`src/rtl/alu_ctrl_stage.sv`:
```
// alu_ctrl_stage: registered ALU-control decoder at the ID/EX boundary.
// Converts ALUOp + funct into a 3-bit ALU select behind a valid/ready skid buffer.
//
// Ports:
//   clk          rising-edge clock
//   rst          synchronous active-high reset
//   flush        squash held and incoming entries
//   in_valid     ID presents an instruction
//   in_ready     stage can accept (no skid entry held)
//   alu_op[1:0]  main-decoder ALUOp (00 ld/st, 01 branch, 10 R-type, 11 reserved)
//   funct[5:0]   instruction[5:0]
//   out_valid    out_sel/out_illegal valid for EX
//   out_ready    EX accepts (low = stall)
//   out_sel[2:0] ALU select code
//   out_illegal  entry came from an unsupported alu_op/funct
//   illegal_cnt  saturating count of delivered illegal entries
//
// Option macro: ALU_CTRL_ILLEGAL_CNT_EN
//   defined   -> illegal_cnt counts delivered illegal entries, saturating at 8'hFF
//   undefined -> no counter, illegal_cnt tied to 8'h00

module alu_ctrl_stage (
    input  logic       clk,
    input  logic       rst,
    input  logic       flush,
    input  logic       in_valid,
    output logic       in_ready,
    input  logic [1:0] alu_op,
    input  logic [5:0] funct,
    output logic       out_valid,
    input  logic       out_ready,
    output logic [2:0] out_sel,
    output logic       out_illegal,
    output logic [7:0] illegal_cnt
);

    localparam logic [2:0] SEL_AND = 3'b000;
    localparam logic [2:0] SEL_OR  = 3'b001;
    localparam logic [2:0] SEL_ADD = 3'b010;
    localparam logic [2:0] SEL_SUB = 3'b110;
    localparam logic [2:0] SEL_SLT = 3'b111;

    localparam logic [5:0] FN_ADD = 6'b100000;
    localparam logic [5:0] FN_SUB = 6'b100010;
    localparam logic [5:0] FN_AND = 6'b100100;
    localparam logic [5:0] FN_OR  = 6'b100101;
    localparam logic [5:0] FN_SLT = 6'b101010;

    // Output register
    logic       r_out_valid;
    logic [2:0] r_out_sel;
    logic       r_out_illegal;

    // Skid entry
    logic       r_skid_valid;
    logic [2:0] r_skid_sel;
    logic       r_skid_illegal;

    // Decoded incoming entry
    logic [2:0] w_dec_sel;
    logic       w_dec_ill;

    logic       w_accept;
    logic       w_deliver;
    logic       w_out_free;

    // ------------------------------------------------------------------
    // Combinational decode
    // ------------------------------------------------------------------
    always_comb begin
        w_dec_sel = SEL_ADD;
        w_dec_ill = 1'b0;
        case (alu_op)
            2'b00: w_dec_sel = SEL_ADD;
            2'b01: w_dec_sel = SEL_SUB;
            2'b10: begin
                case (funct)
                    FN_ADD:  w_dec_sel = SEL_ADD;
                    FN_SUB:  w_dec_sel = SEL_SUB;
                    FN_AND:  w_dec_sel = SEL_AND;
                    FN_OR:   w_dec_sel = SEL_OR;
                    FN_SLT:  w_dec_sel = SEL_SLT;
                    default: begin
                        w_dec_sel = SEL_ADD;
                        w_dec_ill = 1'b1;
                    end
                endcase
            end
            default: begin
                w_dec_sel = SEL_ADD;
                w_dec_ill = 1'b1;
            end
        endcase
    end

    // ------------------------------------------------------------------
    // Handshake
    // ------------------------------------------------------------------
    // in_ready depends only on a register, so out_ready never reaches it
    // combinationally.
    assign in_ready   = !r_skid_valid;
    assign w_accept   = in_valid && in_ready && !flush;
    assign w_deliver  = r_out_valid && out_ready;
    assign w_out_free = !r_out_valid || out_ready;

    // ------------------------------------------------------------------
    // Output register and skid entry
    // ------------------------------------------------------------------
    always_ff @(posedge clk) begin
        if (rst) begin
            r_out_valid    <= 1'b0;
            r_out_sel      <= SEL_AND;
            r_out_illegal  <= 1'b0;
            r_skid_valid   <= 1'b0;
            r_skid_sel     <= SEL_AND;
            r_skid_illegal <= 1'b0;
        end else if (flush) begin
            // Payloads are kept so out_sel/out_illegal hold their values.
            r_out_valid  <= 1'b0;
            r_skid_valid <= 1'b0;
        end else if (w_out_free) begin
            if (r_skid_valid) begin
                // Older skid entry goes first to keep FIFO order.
                r_out_valid   <= 1'b1;
                r_out_sel     <= r_skid_sel;
                r_out_illegal <= r_skid_illegal;
                r_skid_valid  <= w_accept;
                if (w_accept) begin
                    r_skid_sel     <= w_dec_sel;
                    r_skid_illegal <= w_dec_ill;
                end
            end else if (w_accept) begin
                r_out_valid   <= 1'b1;
                r_out_sel     <= w_dec_sel;
                r_out_illegal <= w_dec_ill;
            end else begin
                r_out_valid <= 1'b0;
            end
        end else if (w_accept) begin
            // Output stalled: park the new entry in the skid slot.
            r_skid_valid   <= 1'b1;
            r_skid_sel     <= w_dec_sel;
            r_skid_illegal <= w_dec_ill;
        end
    end

    assign out_valid   = r_out_valid;
    assign out_sel     = r_out_sel;
    assign out_illegal = r_out_illegal;

    // ------------------------------------------------------------------
    // Illegal-op counter
    // ------------------------------------------------------------------
`ifdef ALU_CTRL_ILLEGAL_CNT_EN
    logic [7:0] r_illegal_cnt;

    // A delivery in a flush cycle still completes, so it is counted;
    // flush itself never clears the count.
    always_ff @(posedge clk) begin
        if (rst) begin
            r_illegal_cnt <= 8'h00;
        end else if (w_deliver && r_out_illegal
                     && (r_illegal_cnt != 8'hFF)) begin
            r_illegal_cnt <= r_illegal_cnt + 8'h01;
        end
    end

    assign illegal_cnt = r_illegal_cnt;
`else
    logic w_unused_deliver;
    assign w_unused_deliver = w_deliver;
    assign illegal_cnt      = 8'h00;
`endif

endmodule

```
`config.mk`:
```
export PLATFORM = sky130hd
export DESIGN_NAME = alu_ctrl_stage
export DESIGN_NICKNAME = d
export VERILOG_FILES = /design/src/rtl/alu_ctrl_stage.sv
export SDC_FILE = /design/constraint.sdc
export NUM_CORES = 1
export LEC_CHECK = 0
export ABC_AREA = 0
export BUFFER_PORTS_ARGS = -buffer_cell sky130_fd_sc_hd__buf_2
export CORE_MARGIN = 2
export CORE_UTILIZATION = 30
export CTS_CLUSTER_SIZE = 16
export DETAILED_ROUTE_END_ITERATION = 8
export PLACE_DENSITY = 0.54
export SYNTH_ARGS = -nofsm -noshare
export SYNTH_HDL_FRONTEND = slang
export SYNTH_SLANG_ARGS = --single-unit
```
`constraint.sdc`:
```
create_clock -name clk -period 1.6 [get_ports clk]
set_clock_uncertainty 0.15 [all_clocks]
set_input_delay 0.08 -clock clk [delete_from_list [all_inputs] [get_ports clk]]
set_output_delay 0.08 -clock clk [all_outputs]
set_load 0.005 [all_outputs]
```
# Yosys cells after proc, flatten, opt, wreduce, memory -nomap -nowiden
# Index checks and enable logic that the tools add are counted.
# word_totals
elab_cells	48
ram_bits	0
output_inout_bits	14
memories	0
ff_bits	10
latch_bits	0
mem_bits_ro	0
# op_classes
n_div	0
n_reduce_logical	14
mul	0
n_shift	0
bitwise_logic	1
magnitude_cmp	0
n_eq_ne	8
muxes	19
add_sub_neg	0
# op_table
op	n
6-bit equality test, second input constant	5
3-bit 2-to-1 mux	5
3-bit case mux with 4 select lines	1
1-bit 2-to-1 mux	11
3-bit case mux with 2 select lines	1
5-bit OR reduction	1
2-bit nonzero test	2
2-bit OR reduction	2
1-bit logical NOT	3
3-bit AND reduction	1
2-bit by 1-bit equality test with 1-bit output, second input constant	1
2-bit equality test, second input constant	1
1-bit logical AND	2
2-bit logical NOT	1
2-bit != test, second input constant	1
1-bit case mux with 2 select lines	1
2-bit AND reduction	1
1-bit logical OR	1
1-bit inverter	1

# Depth between registers and ports, before layout
# Gate-level depths: netlist (run 1).
# logic_depth
depth_word	7
mapped_depth	6

# Least setup slack after synthesis (run 1)
# OpenSTA, ideal clock, no wires.
# synth_path
kind	reg-to-reg
start	register r_out_valid (netlist: out_valid)
end	register r_skid_sel[0]
required_ps	1379
arrival_time_ps	1135
stages_incl_launch_ff	5
setup_ps	71
slack_ps	244
period_less_slack_ps	1356
cell_sequence	dfxtp_1 and2b_1 nand3_2 or3_1 a21oi_1
# synth_between
elab_chain_len	4
# synth_rtl
element	line	rtl
start, declared	50	logic r_out_valid;
start signal, assigned	111	r_out_valid <= 1'b0;
start signal, assigned	119	r_out_valid <= 1'b0;
start signal, assigned	124	r_out_valid <= 1'b1;
1-bit logical NOT (*)	104	assign w_out_free = !r_out_valid || out_ready;
1-bit logical OR (*)	104	
2-bit != test (no source line)	-	
2-bit AND reduction (no source line)	-	
end signal, assigned	129	r_skid_sel <= w_dec_sel;
end signal, assigned	142	r_skid_sel <= w_dec_sel;
end, declared	56	logic [2:0] r_skid_sel;
# Every way passes the cells marked *; elsewhere a longest branch is shown, timed or not.
# A chain may end at the register's enable or synchronous reset.

# Worst setup path after layout (run 1)
# layout_path
start	input port out_ready
end	register r_out_illegal (netlist: out_illegal)
# layout_between
elab_chain_len	2
# layout_rtl
element	line	rtl
start, declared	31	input logic out_ready,
1-bit logical OR	104	
3-bit AND reduction (no source line)	-	
end signal, assigned	126	r_out_illegal <= r_skid_illegal;
end signal, assigned	135	r_out_illegal <= w_dec_ill;
end, declared	52	logic r_out_illegal;
# Every way passes these cells.

==> results.py, run 1 <==
metrics = {
    "outcome": {
        "status": "finished with violations",
        "failed_checks": "negative hold slack",
    },
    "cts": {
        "clk_latency_ns": 0.28,
        "htree_levels": 1,
        "clockBufferDepth": 2,
        "cts_buffers": 3,
        "clk_pin_slew_ns": 0.06,
        "root_buffer": "clkbuf_4",
        "cts_tree": "yes",
        "clock_sinks": 10,
    },
    "critical_path": {
        "arrival_ns": 1.54,
        "critPathLaunchType": "primary input",
        "r2r_end": "out_illegal$_SDFFE_PP0P_",
        "crit_type": "in -> reg",
        "r2r_start": "out_valid$_SDFFE_PP0N_",
        "cp_max_fo": 7,
        "r2r_slack_ns": 0.17,
        "ff2ff_path_depth": 4,
        "required_ns": 1.66,
        "crit_path_end_kind": "flop",
        "startpoint": "out_ready",
    },
    "synth": {
        "synth_edf_count": 0,
        "netlist_area_um2": 648,
        "yosysWarnings": 0,
        "synth_top_area_share": 0.309,
        "synth_seq_cells": 10,
        "synthTopCellsByArea": "dfxtp_1, buf_4, ha_1",
        "yosys.cell_count.top_type": "dfxtp_1",
        "yosysTopAreaCell": "dfxtp_1",
        "yosys-top-cells-count": "dfxtp_1, buf_4, nor2_1, inv_1, nand2_1",
        "ys.flop_type": "dfxtp_1",
        "avgSynthCellArea_um2": 8.42,
        "ys_types": 33,
        "synthCells": 77,
        "seq_area_frac_synth": 0.309,
        "async_reset_ff_frac": 0,
    },
    "cells_and_area": {
        "diodes": 0,
        "synthToLayoutAreaGrowth_pct": 25.7,
        "n_fill_cell": 208,
        "drive_gt1_frac": 0.327,
        "nets": 119,
    },
    "route": {
        "drtAntennaViolNets": 0,
        "wl_per_cell_um": 10.5,
        "drc": 0,
        "dr.pass1.iters": 4,
        "wirelength_um": 1350,
        "via_per_inst": 4.85,
        "drt_iter0_drc": 12,
        "via_count": 621,
    },
    "worst_hold_path": {
        "hold_end": "r_skid_illegal$_SDFFE_PP0P_",
        "min-delay-start": "in_valid",
        "hold_depth": 3,
        "hold_class": "in -> reg",
    },
    "sta": {
        "setup_viol": 0,
        "final_hold_viol_count": 1,
        "min_period_over_period": 0.925,
        "period_minus_slack_ns": 1.48,
        "fmax_mhz": 676,
        "tns_ns": 0,
        "drv_slew": 0,
        "rsz0062_at_grt": "no",
        "whs_ns": -0.00109,
    },
    "place": {
        "place.gp.congestion": 0.737,
        "io_buffers": 18,
        "post-dp-hpwl_um": 1010,
    },
    "die": {
        "die_area_um2": 2550,
        "start_util": 0.324,
        "boundaryPins": 27,
        "core_region_area_um2": 2000,
        "die_x_um": 50.5,
        "std_cell_rows": 16,
        "fp.dieH_um": 50.5,
    },
    "grt": {
        "grt.overflow.total": 0,
        "grt_pass1_wl_um": 2270,
        "grt_pass1_vias": 504,
        "antenna_found_initial": 0,
        "global_route.usage.total": 0.123,
        "grt_start_max_net_pins": 14,
    },
    "power_and_ir_drop": {
        "power_per_cell_area_nw_per_um2": 673,
        "vdd_drop_max_mv": 0.277,
        "p_leak_nw": 0.340,
    },
    "flow_run": {
        "max-cap-violations": 0,
    },
}
==> cells in the final DEF, fill, tap and decap left out, types with 2 or more instances in the layout <==
master / count
buf_2: 17
dfxtp_1: 10
conb_1: 8
nor2_1: 6
inv_1: 5
nand2_1: 5
nand2b_1: 4
buf_4: 4
a211oi_1: 3
nand3_1: 3
ha_1: 3
clkbuf_4: 3
dlygate4sd3_1: 3
a31oi_1: 2
or3_1: 2
nor3_1: 2
a21oi_1: 2
==> state kept, by name, indices dropped and copies added (netlist names) <==
| name | cells |
|---|---|
| out_valid | 1 |
| out_illegal | 1 |
| out_sel | 3 |
| r_skid_valid | 1 |
| r_skid_sel | 3 |
| r_skid_illegal | 1 |
==> worst max-delay path, stage by stage <==
cell and delay (ns):
dlygate4sd3_1 0.54, and2b_2 0.26, nor3_4 0.32, o311ai_0 0.23
o21ai_0 0.11
==> where the power goes <==
part           leakage (nW)  switching [W]  internal, W  total [W]
Clock                0.0138      0.0000932    0.0000874   0.000181
Combinational         0.245      0.0000561    0.0000497   0.000106
Sequential           0.0814     0.00000416     0.000258   0.000262
Total                 0.340       0.000153     0.000395   0.000548
==> cell type report <==
cell class	count	area [um^2]	area share
Clock buffer	3	22.5	0.0276
Inverter	5	18.8	0.0230
Multi-Input combinational cell	59	394	0.484
Tap cell	27	33.8	0.0415
Timing Repair Buffer	24	145	0.178
Sequential cell	10	200	0.246
==> through the flow <==
step           instance area (um^2)  setup WS [ns]  power, W  utilization  std cells
6_report                        815          0.120  0.000548        0.407        128
5_1_grt                         815        0.00721  0.000573        0.407        128
4_1_cts                         801         0.0103  0.000540        0.400        128
3_5_place_dp                    738          0.149  0.000363        0.369        121
3_3_place_gp                    738          0.161  0.000362        0.369        121
2_1_floorplan                   674          0.244  0.000337            -         84
==> repair_timing <==
item | CTS | global route
hold buffers | 4 | 0
gates resized for setup | 0 | 4
hold endpoints to repair | 7 | 0
setup buffers | 0 | 2
endpoints found under the setup margin | 0 | 5
==> cell families after synthesis <==
logic type	synth area share
AOI/OAI and AO/OA	0.176
buffers and inverters	0.145
adders and majority gates	0.0579
other	0.00579
muxes	0.0154
DFF	0.309
and+or+nand+nor	0.292
==> layer usage <==
layer / vias up / part of all wire / wire length, um / GRT usage
li1: 308 / - / - / -
met1: 282 / 0.45 / 606 / 0.155
met2: 26 / 0.44 / 589 / 0.175
met3: 5 / 0.074 / 100 / 0.0268
met4: 0 / 0.038 / 51 / 0.108
met5: - / 0 / 0 / 0
==> worst max-delay path by stage <==
stage / end / slack (ns) / cells after the start
2_1_floorplan: r_skid_sel[0]$_SDFFE_PP0P_ / 0.24 / 4
3_3_place_gp: out_sel[0]$_SDFFE_PP0P_ / 0.16 / 6
3_5_place_dp: out_sel[0]$_SDFFE_PP0P_ / 0.15 / 6
4_1_cts: r_skid_sel[0]$_SDFFE_PP0P_ / 0.01 / 6
5_1_grt: out_illegal$_SDFFE_PP0P_ / 0.007 / 5
6_report: out_illegal$_SDFFE_PP0P_ / 0.12 / 5
(Power assumes the default switching activity.)
==> run 2: changes to the inputs <==
--- a/config.mk
+++ b/config.mk
@@ -6,9 +6,10 @@
 export NUM_CORES = 1
 export LEC_CHECK = 0
 export ABC_AREA = 0
-export BUFFER_PORTS_ARGS = -buffer_cell sky130_fd_sc_hd__buf_2
+export BUFFER_PORTS_ARGS = -buffer_cell sky130_fd_sc_hd__buf_4
 export CORE_MARGIN = 2
 export CORE_UTILIZATION = 30
+export CTS_BUF_LIST = sky130_fd_sc_hd__clkbuf_8
 export CTS_CLUSTER_SIZE = 16
 export DETAILED_ROUTE_END_ITERATION = 8
 export PLACE_DENSITY = 0.54
==> results.py, run 2 (synthesized netlist as in run 1, its figures left out) <==
metrics = {
    "cts": {
        "cts_buffers": 3,
        "clock_sinks": 10,
        "cts_tree": "yes",
        "clockBufferDepth": 2,
        "root_buffer": "clkbuf_8",
        "clk_latency_ns": 0.24,
        "clk_pin_slew_ns": 0.05,
        "cts_setup_buffers": 0,
        "htree_levels": 1,
    },
    "grt": {
        "grt.overflow.total": 0,
        "grt_pass1_vias": 528,
        "antenna_found_initial": 0,
        "global_route.usage.total": 0.130,
        "grt_start_max_net_pins": 14,
        "grt_pass1_wl_um": 2280,
    },
    "cells_and_area": {
        "layout_commonest_cell": "buf_4",
        "nets": 119,
        "synthToLayoutAreaGrowth_pct": 36.7,
        "layout_common_cells": "buf_4, dfxtp_1, conb_1, nor2_1",
        "diodes": 0,
        "instances_no_fill": 129,
        "drive_gt1_frac": 0.304,
    },
    "place": {
        "place_inst": 121,
        "post-place-ws_ns": 0.134,
        "post-dp-hpwl_um": 1040,
        "place.gp.congestion": 0.716,
        "io_buffers": 18,
    },
    "route": {
        "dr.pass1.iters": 4,
        "drc": 0,
        "wl_per_cell_um": 11.0,
        "route.met3.wl_um": 89,
        "wl_met2_um": 623,
        "wl_met1_um": 641,
        "drt_iter0_drc": 6,
        "drtAntennaViolNets": 0,
        "top_layer": "met4",
        "via_count": 597,
        "wirelength_um": 1420,
        "via_per_inst": 4.63,
    },
    "power_and_ir_drop": {
        "power_switching_share": 0.236,
        "pwr-share-clk": 0.460,
        "seqPwrFrac": 0.376,
        "power.switching_w": 0.000165,
        "power_per_cell_area_nw_per_um2": 790,
        "combPwrFrac": 0.164,
        "p_leak_nw": 0.365,
        "intPower_w": 0.000534,
        "vdd_drop_max_mv": 0.358,
    },
    "critical_path": {
        "slowest_stage": "dlygate4sd3_1",
        "required_ns": 1.63,
        "cp_cell_sequence": "dlygate4sd3_1 > buf_4 > a211oi_2 > dlygate4sd3_1",
        "crit_path_end_kind": "flop",
        "r2r_slack_ns": 0.11,
        "path_delay_family": "buffers and inverters",
        "cp_common_cell": "dlygate4sd3_1",
        "crit_type": "in -> reg",
        "arrival_ns": 1.53,
        "critPathLaunchType": "primary input",
        "cp_max_fo": 4,
        "cp_slowest_stage_delay_ns": 0.57,
        "crit_buf_inv": 3,
    },
    "flow_run": {
        "max-cap-violations": 0,
    },
    "sta": {
        "tns_ns": 0,
        "drv_slew": 0,
        "rsz0062_at_grt": "no",
        "min_period_over_period": 0.938,
        "final.setup.worst_slack_ns": 0.0995,
        "whs_ns": 0.0708,
        "period_minus_slack_ns": 1.50,
        "final_hold_viol_count": 0,
        "setup_viol": 0,
        "fmax_mhz": 666,
    },
    "die": {
        "die_area_um2": 2550,
        "start_util": 0.324,
        "fp.dieH_um": 50.5,
        "core_region_area_um2": 2000,
        "die_x_um": 50.5,
        "boundaryPins": 27,
        "std_cell_rows": 16,
    },
    "worst_hold_path": {
        "hold_class": "in -> reg",
    },
    "outcome": {
        "status": "completed",
    },
}
## run 2: changes by cell type in the layout (fill, tap and decap cells not counted), moves of 3 or more
cell / previous run / this run
buf_2: 17 / 0
buf_4: 4 / 20
clkbuf_8: 0 / 4
clkbuf_4: 3 / 0
## run 2: path summary, 6_finish.rpt
| check | cells past startpoint | endpoint | from |
|---|---|---|---|
| setup / recovery | 4 | out_valid$_SDFFE_PP0N_ | flush |
| hold / removal | 4 | r_skid_sel[0]$_SDFFE_PP0P_ | in_valid |
| setup reg to reg | 3 | r_skid_valid$_SDFFE_PP0P_ | out_valid$_SDFFE_PP0N_ |
| hold reg to reg | 2 | r_skid_sel[2]$_SDFFE_PP0P_ | r_skid_sel[2]$_SDFFE_PP0P_ |
## run 2: cell type report
cell class / instances / area [um^2]
repair buffers: 24 / 190
multi-input cells: 59 / 388
fillers: 215 / 1120
flip-flops and latches: 10 / 200
well taps: 27 / 33.8
clock buffers: 4 / 55.1
inverters: 5 / 18.8
## run 2: power by group through the flow
stage,logic [W],registers (W),clock network (W)
final,0.000115,0.000263,0.000322
after global routing,0.000130,0.000264,0.000348
after CTS,0.000113,0.000263,0.000332
after detailed placement,0.000106,0.000268,0
after global placement,0.000106,0.000267,0
after floorplan,0.0000691,0.000268,0
## run 2: worst reg2reg max path: cells and delay by family, from the launching register on
family | cells | cell delay [ns]
buffers and inverters | 1 | 0.56
AND/OR/NAND/NOR | 2 | 0.33
flip-flops | 1 | 0.35
## run 2: metrics by stage
step	instance area, um^2	power, W	util
after CTS	878	0.000708	0.439
final	886	0.000700	0.443
after global placement	783	0.000373	0.391
after detailed placement	783	0.000374	0.391
after global routing	886	0.000742	0.443
after floorplan	674	0.000337	-
## run 2: timing repair
item / 4_1_cts / 5_1_grt
endpoints found under the setup margin: 0 / 1
hold endpoints to repair: 8 / 0
hold buffers: 4 / 0
resized for setup: 0 / 2
## run 2: routing by layer
layer,vias up,GRT usage
li1,308,-
met1,259,0.144
met2,26,0.184
met3,4,0.0446
met4,0,0.135
met5,-,0
